`config.mk`:
```
export PLATFORM = sky130hd
export DESIGN_NAME = mem_stage_flat
export DESIGN_NICKNAME = d
export VERILOG_FILES = /design/src/rtl/mem_stage_if.sv /design/src/rtl/mem_stage.sv /design/src/flat_wrapper.sv
export SDC_FILE = /design/constraint.sdc
export NUM_CORES = 2
export LEC_CHECK = 0
export CAP_MARGIN = 5
export CORE_MARGIN = 2
export CORE_UTILIZATION = 62
export CTS_BUF_LIST = sky130_fd_sc_hd__clkbuf_8
export CTS_CLUSTER_DIAMETER = 30
export DETAILED_ROUTE_END_ITERATION = 7
export PLACE_DENSITY_LB_ADDON = 0.25
export SLEW_MARGIN = 30
export SYNTH_ARGS = -nofsm -noshare
export SYNTH_HDL_FRONTEND = slang
export SYNTH_SLANG_ARGS = --single-unit
export TNS_END_PERCENT = 5
```
`constraint.sdc`:
```
create_clock -name clk -period 103.3 [get_ports clk]
set_input_delay 20.66 -clock clk [delete_from_list [all_inputs] [get_ports clk]]
set_output_delay 20.66 -clock clk [all_outputs]
set_load 0.01 [all_outputs]
```
`src/rtl/mem_stage_if.sv`:
```
// Bundle of EX-side inputs, stall/flush controls and WB-side outputs for the MEM stage.
// The stage owns the slave view; whoever drives EX results and samples WB owns the master view.
interface mem_stage_if;
    logic        stall;
    logic        flush;
    logic        ex_wreg;
    logic        ex_m2reg;
    logic        ex_wmem;
    logic [31:0] ex_aluR;
    logic [31:0] ex_b;
    logic [4:0]  ex_destR;
    logic [3:0]  EX_ins_type;
    logic [3:0]  EX_ins_number;

    logic        mem_wreg;
    logic        mem_m2reg;
    logic [31:0] mem_aluR;
    logic [31:0] mem_mdata;
    logic [4:0]  mem_destR;
    logic [3:0]  MEM_ins_type;
    logic [3:0]  MEM_ins_number;
    logic [31:0] mem_fwd_data;
    logic        mem_misalign;

    modport master (
        output stall, flush, ex_wreg, ex_m2reg, ex_wmem, ex_aluR, ex_b, ex_destR,
               EX_ins_type, EX_ins_number,
        input  mem_wreg, mem_m2reg, mem_aluR, mem_mdata, mem_destR, MEM_ins_type,
               MEM_ins_number, mem_fwd_data, mem_misalign
    );

    modport slave (
        input  stall, flush, ex_wreg, ex_m2reg, ex_wmem, ex_aluR, ex_b, ex_destR,
               EX_ins_type, EX_ins_number,
        output mem_wreg, mem_m2reg, mem_aluR, mem_mdata, mem_destR, MEM_ins_type,
               MEM_ins_number, mem_fwd_data, mem_misalign
    );
endinterface

```
`src/rtl/mem_stage.sv`:
```
// MEM pipeline stage: EX/MEM register with stall/flush plus a word-addressed data memory.
// Loads are combinational from the registered address; stores commit at the edge ending MEM.
module mem_stage #(
    parameter int DEPTH  = 64,
    parameter int ADDR_W = 6
) (
    input logic         clk,
    input logic         rst,
    mem_stage_if.slave  bus
);
    logic              r_wreg;
    logic              r_m2reg;
    logic              r_wmem;
    logic [31:0]       r_aluR;
    logic [31:0]       r_b;
    logic [4:0]        r_destR;
    logic [3:0]        r_type;
    logic [3:0]        r_num;
    logic [31:0]       r_mem [DEPTH];

    logic [ADDR_W-1:0] w_index;
    logic              w_misalign;
    logic              w_store;
    logic              w_m2reg_out;
    logic [31:0]       w_mdata;

    // Upper address bits are ignored, so accesses wrap modulo DEPTH words.
    assign w_index    = r_aluR[ADDR_W+1:2];
    assign w_misalign = (r_m2reg | r_wmem) & (|r_aluR[1:0]);
    assign w_store    = r_wmem & ~bus.stall & ~w_misalign;

    always_ff @(posedge clk or posedge rst) begin
        if (rst) begin
            r_wreg  <= 1'b0;
            r_m2reg <= 1'b0;
            r_wmem  <= 1'b0;
            r_aluR  <= '0;
            r_b     <= '0;
            r_destR <= '0;
            r_type  <= '0;
            r_num   <= '0;
        end else if (bus.flush) begin
            r_wreg  <= 1'b0;
            r_m2reg <= 1'b0;
            r_wmem  <= 1'b0;
            r_aluR  <= '0;
            r_b     <= '0;
            r_destR <= '0;
            r_type  <= '0;
            r_num   <= '0;
        end else if (!bus.stall) begin
            r_wreg  <= bus.ex_wreg;
            r_m2reg <= bus.ex_m2reg;
            r_wmem  <= bus.ex_wmem;
            r_aluR  <= bus.ex_aluR;
            r_b     <= bus.ex_b;
            r_destR <= bus.ex_destR;
            r_type  <= bus.EX_ins_type;
            r_num   <= bus.EX_ins_number;
        end
    end

    // Store uses the instruction currently in MEM, so a flush of EX does not cancel it.
    always_ff @(posedge clk or posedge rst) begin
        if (rst) begin
            for (int i = 0; i < DEPTH; i++) begin
                r_mem[i] <= '0;
            end
        end else if (w_store) begin
            r_mem[w_index] <= r_b;
        end
    end

    assign w_mdata     = r_mem[w_index];
    assign w_m2reg_out = r_m2reg & ~bus.stall;

    // A stalled instruction is presented to WB as a bubble while its fields are held.
    assign bus.mem_wreg       = r_wreg & ~bus.stall;
    assign bus.mem_m2reg      = w_m2reg_out;
    assign bus.mem_aluR       = r_aluR;
    assign bus.mem_mdata      = w_mdata;
    assign bus.mem_destR      = r_destR;
    assign bus.MEM_ins_type   = bus.stall ? 4'd0 : r_type;
    assign bus.MEM_ins_number = r_num;
    assign bus.mem_fwd_data   = w_m2reg_out ? w_mdata : r_aluR;
    assign bus.mem_misalign   = w_misalign;
endmodule

```
`src/flat_wrapper.sv`:
```
// flat-port wrapper written by rule: the top's interface ports become plain ports
module mem_stage_flat 
#(
    parameter int DEPTH  = 64,
    parameter int ADDR_W = 6
)
  (clk, rst, bus_stall, bus_flush, bus_ex_wreg, bus_ex_m2reg, bus_ex_wmem, bus_ex_aluR, bus_ex_b, bus_ex_destR, bus_EX_ins_type, bus_EX_ins_number, bus_mem_wreg, bus_mem_m2reg, bus_mem_aluR, bus_mem_mdata, bus_mem_destR, bus_MEM_ins_type, bus_MEM_ins_number, bus_mem_fwd_data, bus_mem_misalign);
  mem_stage_if bus_i ();
  input logic clk;
  input logic rst;
  input wire logic [$bits(bus_i.stall)-1:0] bus_stall;
  input wire logic [$bits(bus_i.flush)-1:0] bus_flush;
  input wire logic [$bits(bus_i.ex_wreg)-1:0] bus_ex_wreg;
  input wire logic [$bits(bus_i.ex_m2reg)-1:0] bus_ex_m2reg;
  input wire logic [$bits(bus_i.ex_wmem)-1:0] bus_ex_wmem;
  input wire logic [$bits(bus_i.ex_aluR)-1:0] bus_ex_aluR;
  input wire logic [$bits(bus_i.ex_b)-1:0] bus_ex_b;
  input wire logic [$bits(bus_i.ex_destR)-1:0] bus_ex_destR;
  input wire logic [$bits(bus_i.EX_ins_type)-1:0] bus_EX_ins_type;
  input wire logic [$bits(bus_i.EX_ins_number)-1:0] bus_EX_ins_number;
  output wire logic [$bits(bus_i.mem_wreg)-1:0] bus_mem_wreg;
  output wire logic [$bits(bus_i.mem_m2reg)-1:0] bus_mem_m2reg;
  output wire logic [$bits(bus_i.mem_aluR)-1:0] bus_mem_aluR;
  output wire logic [$bits(bus_i.mem_mdata)-1:0] bus_mem_mdata;
  output wire logic [$bits(bus_i.mem_destR)-1:0] bus_mem_destR;
  output wire logic [$bits(bus_i.MEM_ins_type)-1:0] bus_MEM_ins_type;
  output wire logic [$bits(bus_i.MEM_ins_number)-1:0] bus_MEM_ins_number;
  output wire logic [$bits(bus_i.mem_fwd_data)-1:0] bus_mem_fwd_data;
  output wire logic [$bits(bus_i.mem_misalign)-1:0] bus_mem_misalign;
  assign bus_i.stall = bus_stall;
  assign bus_i.flush = bus_flush;
  assign bus_i.ex_wreg = bus_ex_wreg;
  assign bus_i.ex_m2reg = bus_ex_m2reg;
  assign bus_i.ex_wmem = bus_ex_wmem;
  assign bus_i.ex_aluR = bus_ex_aluR;
  assign bus_i.ex_b = bus_ex_b;
  assign bus_i.ex_destR = bus_ex_destR;
  assign bus_i.EX_ins_type = bus_EX_ins_type;
  assign bus_i.EX_ins_number = bus_EX_ins_number;
  assign bus_mem_wreg = bus_i.mem_wreg;
  assign bus_mem_m2reg = bus_i.mem_m2reg;
  assign bus_mem_aluR = bus_i.mem_aluR;
  assign bus_mem_mdata = bus_i.mem_mdata;
  assign bus_mem_destR = bus_i.mem_destR;
  assign bus_MEM_ins_type = bus_i.MEM_ins_type;
  assign bus_MEM_ins_number = bus_i.MEM_ins_number;
  assign bus_mem_fwd_data = bus_i.mem_fwd_data;
  assign bus_mem_misalign = bus_i.mem_misalign;
  mem_stage #(.DEPTH(DEPTH), .ADDR_W(ADDR_W)) u_core (.clk(clk), .rst(rst), .bus(bus_i));
endmodule
```
## Word level (Yosys, flattened, before mapping)

Index checks and enable logic that the tools add are counted.

| word-level totals | value |
|---|---|
| register bits after elaboration | 2128 |
| input port bits | 84 |
| output and inout port bits | 112 |

| cells by class | value |
|---|---|
| order comparisons | 2 |
| equality and inequality tests | 1 |
| mux-type cells | 24 |
| bitwise operators | 9 |
| reduce and logical (&&, ||, !) cells | 2 |

Operator list:

| cell | number |
|---|---|
| 2048-bit bitwise mux | 1 |
| 32-bit 2-to-1 mux | 8 |
| 32-bit binary-select mux with 6-bit select | 1 |
| 32-bit demux with 6-bit select | 1 |
| 4-bit 2-to-1 mux | 5 |
| 5-bit 2-to-1 mux | 2 |
| 7-bit greater-or-equal comparator (second input constant) | 1 |
| 7-bit by 1-bit < comparator with 1-bit output (second input constant) | 1 |
| 6-bit inverter with 7-bit output | 1 |
| 1-bit 2-to-1 mux | 6 |
| 1-bit bitwise AND | 5 |
| 2-bit by 1-bit != test with 1-bit output (second input constant) | 1 |
| 1-bit inverter | 2 |
| 2-bit OR reduction | 1 |
| 1-bit logical AND | 1 |
| 1-bit OR | 1 |

## Logic depth before layout (Yosys ltp)

| depth | value |
|---|---|
| word-level depth | 6 |
| mapped depth | 12 |
| depth with buffers taken out | 6 |

## Worst setup path before layout

Ideal clock, no wire load.

| timing | value |
|---|---|
| kind | input -> output |
| start | input port bus_stall |
| end | output port bus_mem_fwd_data[10] |
| arrival | 21.934 ns |
| setup slack | 60.706 ns |
| stages on the path | 6 |
| path buffers | 4 |
| cells stage by stage | clkbuf_1 nor2b_1 clkbuf_1 clkbuf_1 clkbuf_1 a31oi_1 |

| on the way | value |
|---|---|
| cells in the longest elaborated chain, start to end | 3 |

Ends and longest elaborated chain:

| what | RTL line | source |
|---|---|---|
| start: declaration | flat_wrapper.sv:11 | `input wire logic [$bits(bus_i.stall)-1:0] bus_stall;` |
| 1-bit inverter | mem_stage.sv:75 | `assign w_m2reg_out = r_m2reg & ~bus.stall;` |
| 1-bit bitwise AND | mem_stage.sv:75 |  |
| named net bus_mem_m2reg | flat_wrapper.sv:22 | `output wire logic [$bits(bus_i.mem_m2reg)-1:0] bus_mem_m2reg;` |
| 32-bit 2-to-1 mux | mem_stage.sv:85 | `assign bus.mem_fwd_data = w_m2reg_out ? w_mdata : r_aluR;` |
| end: declaration | flat_wrapper.sv:28 | `output wire logic [$bits(bus_i.mem_fwd_data)-1:0] bus_mem_fwd_data;` |

The timed path passes the listed nets, and every way through them passes these cells.

## Worst setup path after layout

| timing | value |
|---|---|
| start | input port bus_stall |
| end | output port bus_mem_fwd_data[31] |

| on the way | value |
|---|---|
| cells in the longest elaborated chain, start to end | 3 |

Ends and longest elaborated chain:

| what | RTL line |
|---|---|
| 1-bit inverter | mem_stage.sv:75 |
| 1-bit bitwise AND | mem_stage.sv:75 |
| 32-bit 2-to-1 mux | mem_stage.sv:85 |

No other way between the ends.

==> impl_metrics.ini <==
[outcome]
status = finished clean

[synthesis]
synth_area_per_cell_sq_um = 13.3
synth_seq_cells = 2128
synth.area.top_cells = dfrtp_1 55%, mux2_2 24%, a221oi_1 4.7%, mux2i_1 2.1%, clkbuf_1 1.5%
synth.area.mux_share_pct = 27.3
yosys.area.top_type = dfrtp_1
ys_types = 83
syn-num-nets = 7387
synth-warning-count = 0
synth_top_family_by_area = multiplexers
synth_commonest_cells = 2128 x dfrtp_1, 2085 x mux2_2, 518 x a221oi_1
synth_seq_area_share_pct = 54.8
synth-compound-area-share_pct = 10.0
syn_inst = 7303
synth-xor-area-share_pct = 0
synth-simple-area-share_pct = 4.20
synth-edff-count = 0
ys.flop_type = dfrtp_1
yosysMostFrequentCell = dfrtp_1
ys_async_sr_fraction_pct = 100
synth.top_cell.area_share_pct = 54.8
synthAdderAreaFrac_pct = 0
netlist_area_sq_um = 97100

[grt]
grt_max_degree = 189
grt_pass1_wl_um = 483000
antenna_found_initial = 11
grt_usage_pct = 41.6
grt_pass1_vias = 70700
grt-ovfl-total = 0

[timing]
finClkSkew_ns = 0.0651
finalMaxSlewViolations = 0
period_needed_ns = 43.63
rsz0062_at_grt = false
period_share_pct = 42.2
relSlewSlack_pct = 26.3
report.final.hold_viol_count = 0
fmax_mhz = 22.9
worst_pin_slew_ns = 1.11
finalSetupViolCount = 0
setup_tns_ns = 0

[route]
viasPerCell = 7.23
drc = 0
wl_um = 333000
postRouteAntennaNets = 0
firstDrtPassIters = 8
drt_iter0_drc = 9371
wire_per_inst_um = 34.2
vias = 70500

[clock_tree]
cts_tree = done
post_cts_buffers = 0
worst_skew_pair.late_latency_ns = 1.11
cts.sinks = 2128
h-tree-depth = 5
cts_resized = 0
numCtsBuffers = 447
cts_buffer_depth = 4
clockRootBuffer = clkbuf_8
clkSlewWorstSetupHoldPaths_ns = 0.05
cts_hold_buf = 0

[placement]
dp_cells = 8930
place_hpwl_um = 178000
gp_congestion = 0.859
io_buffers = 195

[pwr]
p_sw_uw = 492
leakage_uw = 0.0541
sequentialPowerShare_pct = 42.9
power.internal_uw = 1510
power_density_nw_per_um2 = 18.0
clockPowerShare_pct = 50.5
combPwrFrac_pct = 6.6
swShare_pct = 24.6
ir_worst_vdd_v = 0.0000154

[layout]
fin_cells = 9754
finalNetCount = 7412
drive_gt1_share_pct = 41.7
areaGrowthSynthToFinish_pct = 14.1

[hold_path]
hp-class = reg -> reg

[setup_path]
crit_fanout = 46
crit_type = in -> out
cp_data_required_time_ns = 82.64
cp.arrival_ns = 22.97
start_kind = input pin
critPathCaptureType = primary output

[die]
die_area_sq_um = 160000
die_y_um = 400
core_sq_um = 156000
start_util_pct = 62.3
die_w_um = 400
rows = 145
num_io_pins = 196

[flow_run]
maxCapViolCount = 0
-- metrics by stage --
step	instance area, sq um	power [uW]	util [%]	hold slack, ns	setup WS [ns]
finish	111000	2000	71.1	0.490	59.67
global route	111000	2050	71.1	0.498	59.64
CTS	111000	2000	70.9	0.487	59.66
detailed placement	100000	998	64.4	0.475	59.69
global placement	100000	996	64.3	0.465	59.71
floorplan	97100	948	-	0.452	22.52
-- path summary, 6_finish.rpt --
kind | slack (ns) | start | endpoint | cells after the start
max in group asynchronous | 79.44 | rst | u_core.r_mem[1347] | 6
setup / recovery | 59.67 | bus_stall | bus_mem_fwd_data[31] | 6
hold reg to reg | 0.49 | u_core.r_mem[501] | u_core.r_mem[501] | 1
setup reg to reg | 96.72 | u_core.bus.mem_aluR[2] | u_core.r_mem[1820] | 8
min in group asynchronous | 20.14 | rst | u_core.r_mem[1942] | 2
hold / removal | 0.49 | u_core.r_mem[501] | u_core.r_mem[501] | 1
-- flip-flops by register name, summed over array words and instances (netlist names) --
| register | count |
|---|---|
| u_core.bus.MEM_ins_number | 4 |
| u_core.bus.mem_aluR | 32 |
| u_core.bus.mem_destR | 5 |
| u_core.r_b | 32 |
| u_core.r_m2reg | 1 |
| u_core.r_mem | 2048 |
| u_core.r_type | 4 |
| u_core.r_wmem | 1 |
| u_core.r_wreg | 1 |
-- critical path, cell delays in order --
cell and delay (ns):
buf_6 0.16, nor2b_4 0.20, buf_4 0.72, o311ai_0 0.31, o32a_1 0.37, clkdlybuf4s50_1 0.50
-- routing by layer --
layer  up-vias  global-route usage (%)  wire length (um)  share of wire [%]
li1      27600                       -                 -                  -
met1     36900                    54.7            125000                 37
met2      4818                    61.4            147000                 44
met3      1156                    12.8             40200                 12
met4         6                    23.9             21300                6.4
met5         -                       0                33             0.0099
-- placed cells by master, fill, tap and decap left out, types with 48 or more instances in the layout --
cell type	Yosys	layout
bufinv_16	0	63
nand3_1	60	52
nand2_1	112	62
o22ai_1	105	105
clkdlybuf4s50_1	0	193
mux2_2	2085	2085
inv_1	3	79
nand2_2	1	48
nor2_1	195	190
a221oi_1	518	518
clkinv_2	0	99
a21oi_1	112	112
clkbuf_8	0	525
dfrtp_1	2128	2111
a22oi_1	136	136
o21ai_0	132	132
a22o_1	52	52
mux2i_1	205	205
mux2_1	48	48
buf_4	15	172
nand3b_1	61	61
-- kinds of logic after synthesis --
group	count (synthesis)
muxes	2360
and+or+nand+nor	713
AOI/OAI and AO/OA	1270
DFF	2128
buffers and inverters	832
-- cell type report --
cell class / count / area [sq um]
Antenna cell: 11 / 27.5
Timing Repair Buffer: 403 / 3870
Inverter: 5 / 41.3
Clock buffer: 525 / 7230
Multi-Input combinational cell: 4343 / 40800
Tap cell: 2058 / 2570
Clock inverter: 281 / 3000
Sequential cell: 2128 / 53300
Fill cell: 10500 / 45000
-- power by group through the flow --
stage | combinational (uW) | clock, uW | sequential (uW)
after CTS | 129 | 1010 | 856
after global routing | 139 | 1060 | 857
final | 133 | 1010 | 856
after detailed placement | 129 | 0 | 870
after global placement | 126 | 0 | 869
after floorplan | 80.7 | 0 | 867
(Power assumes the default switching activity.)
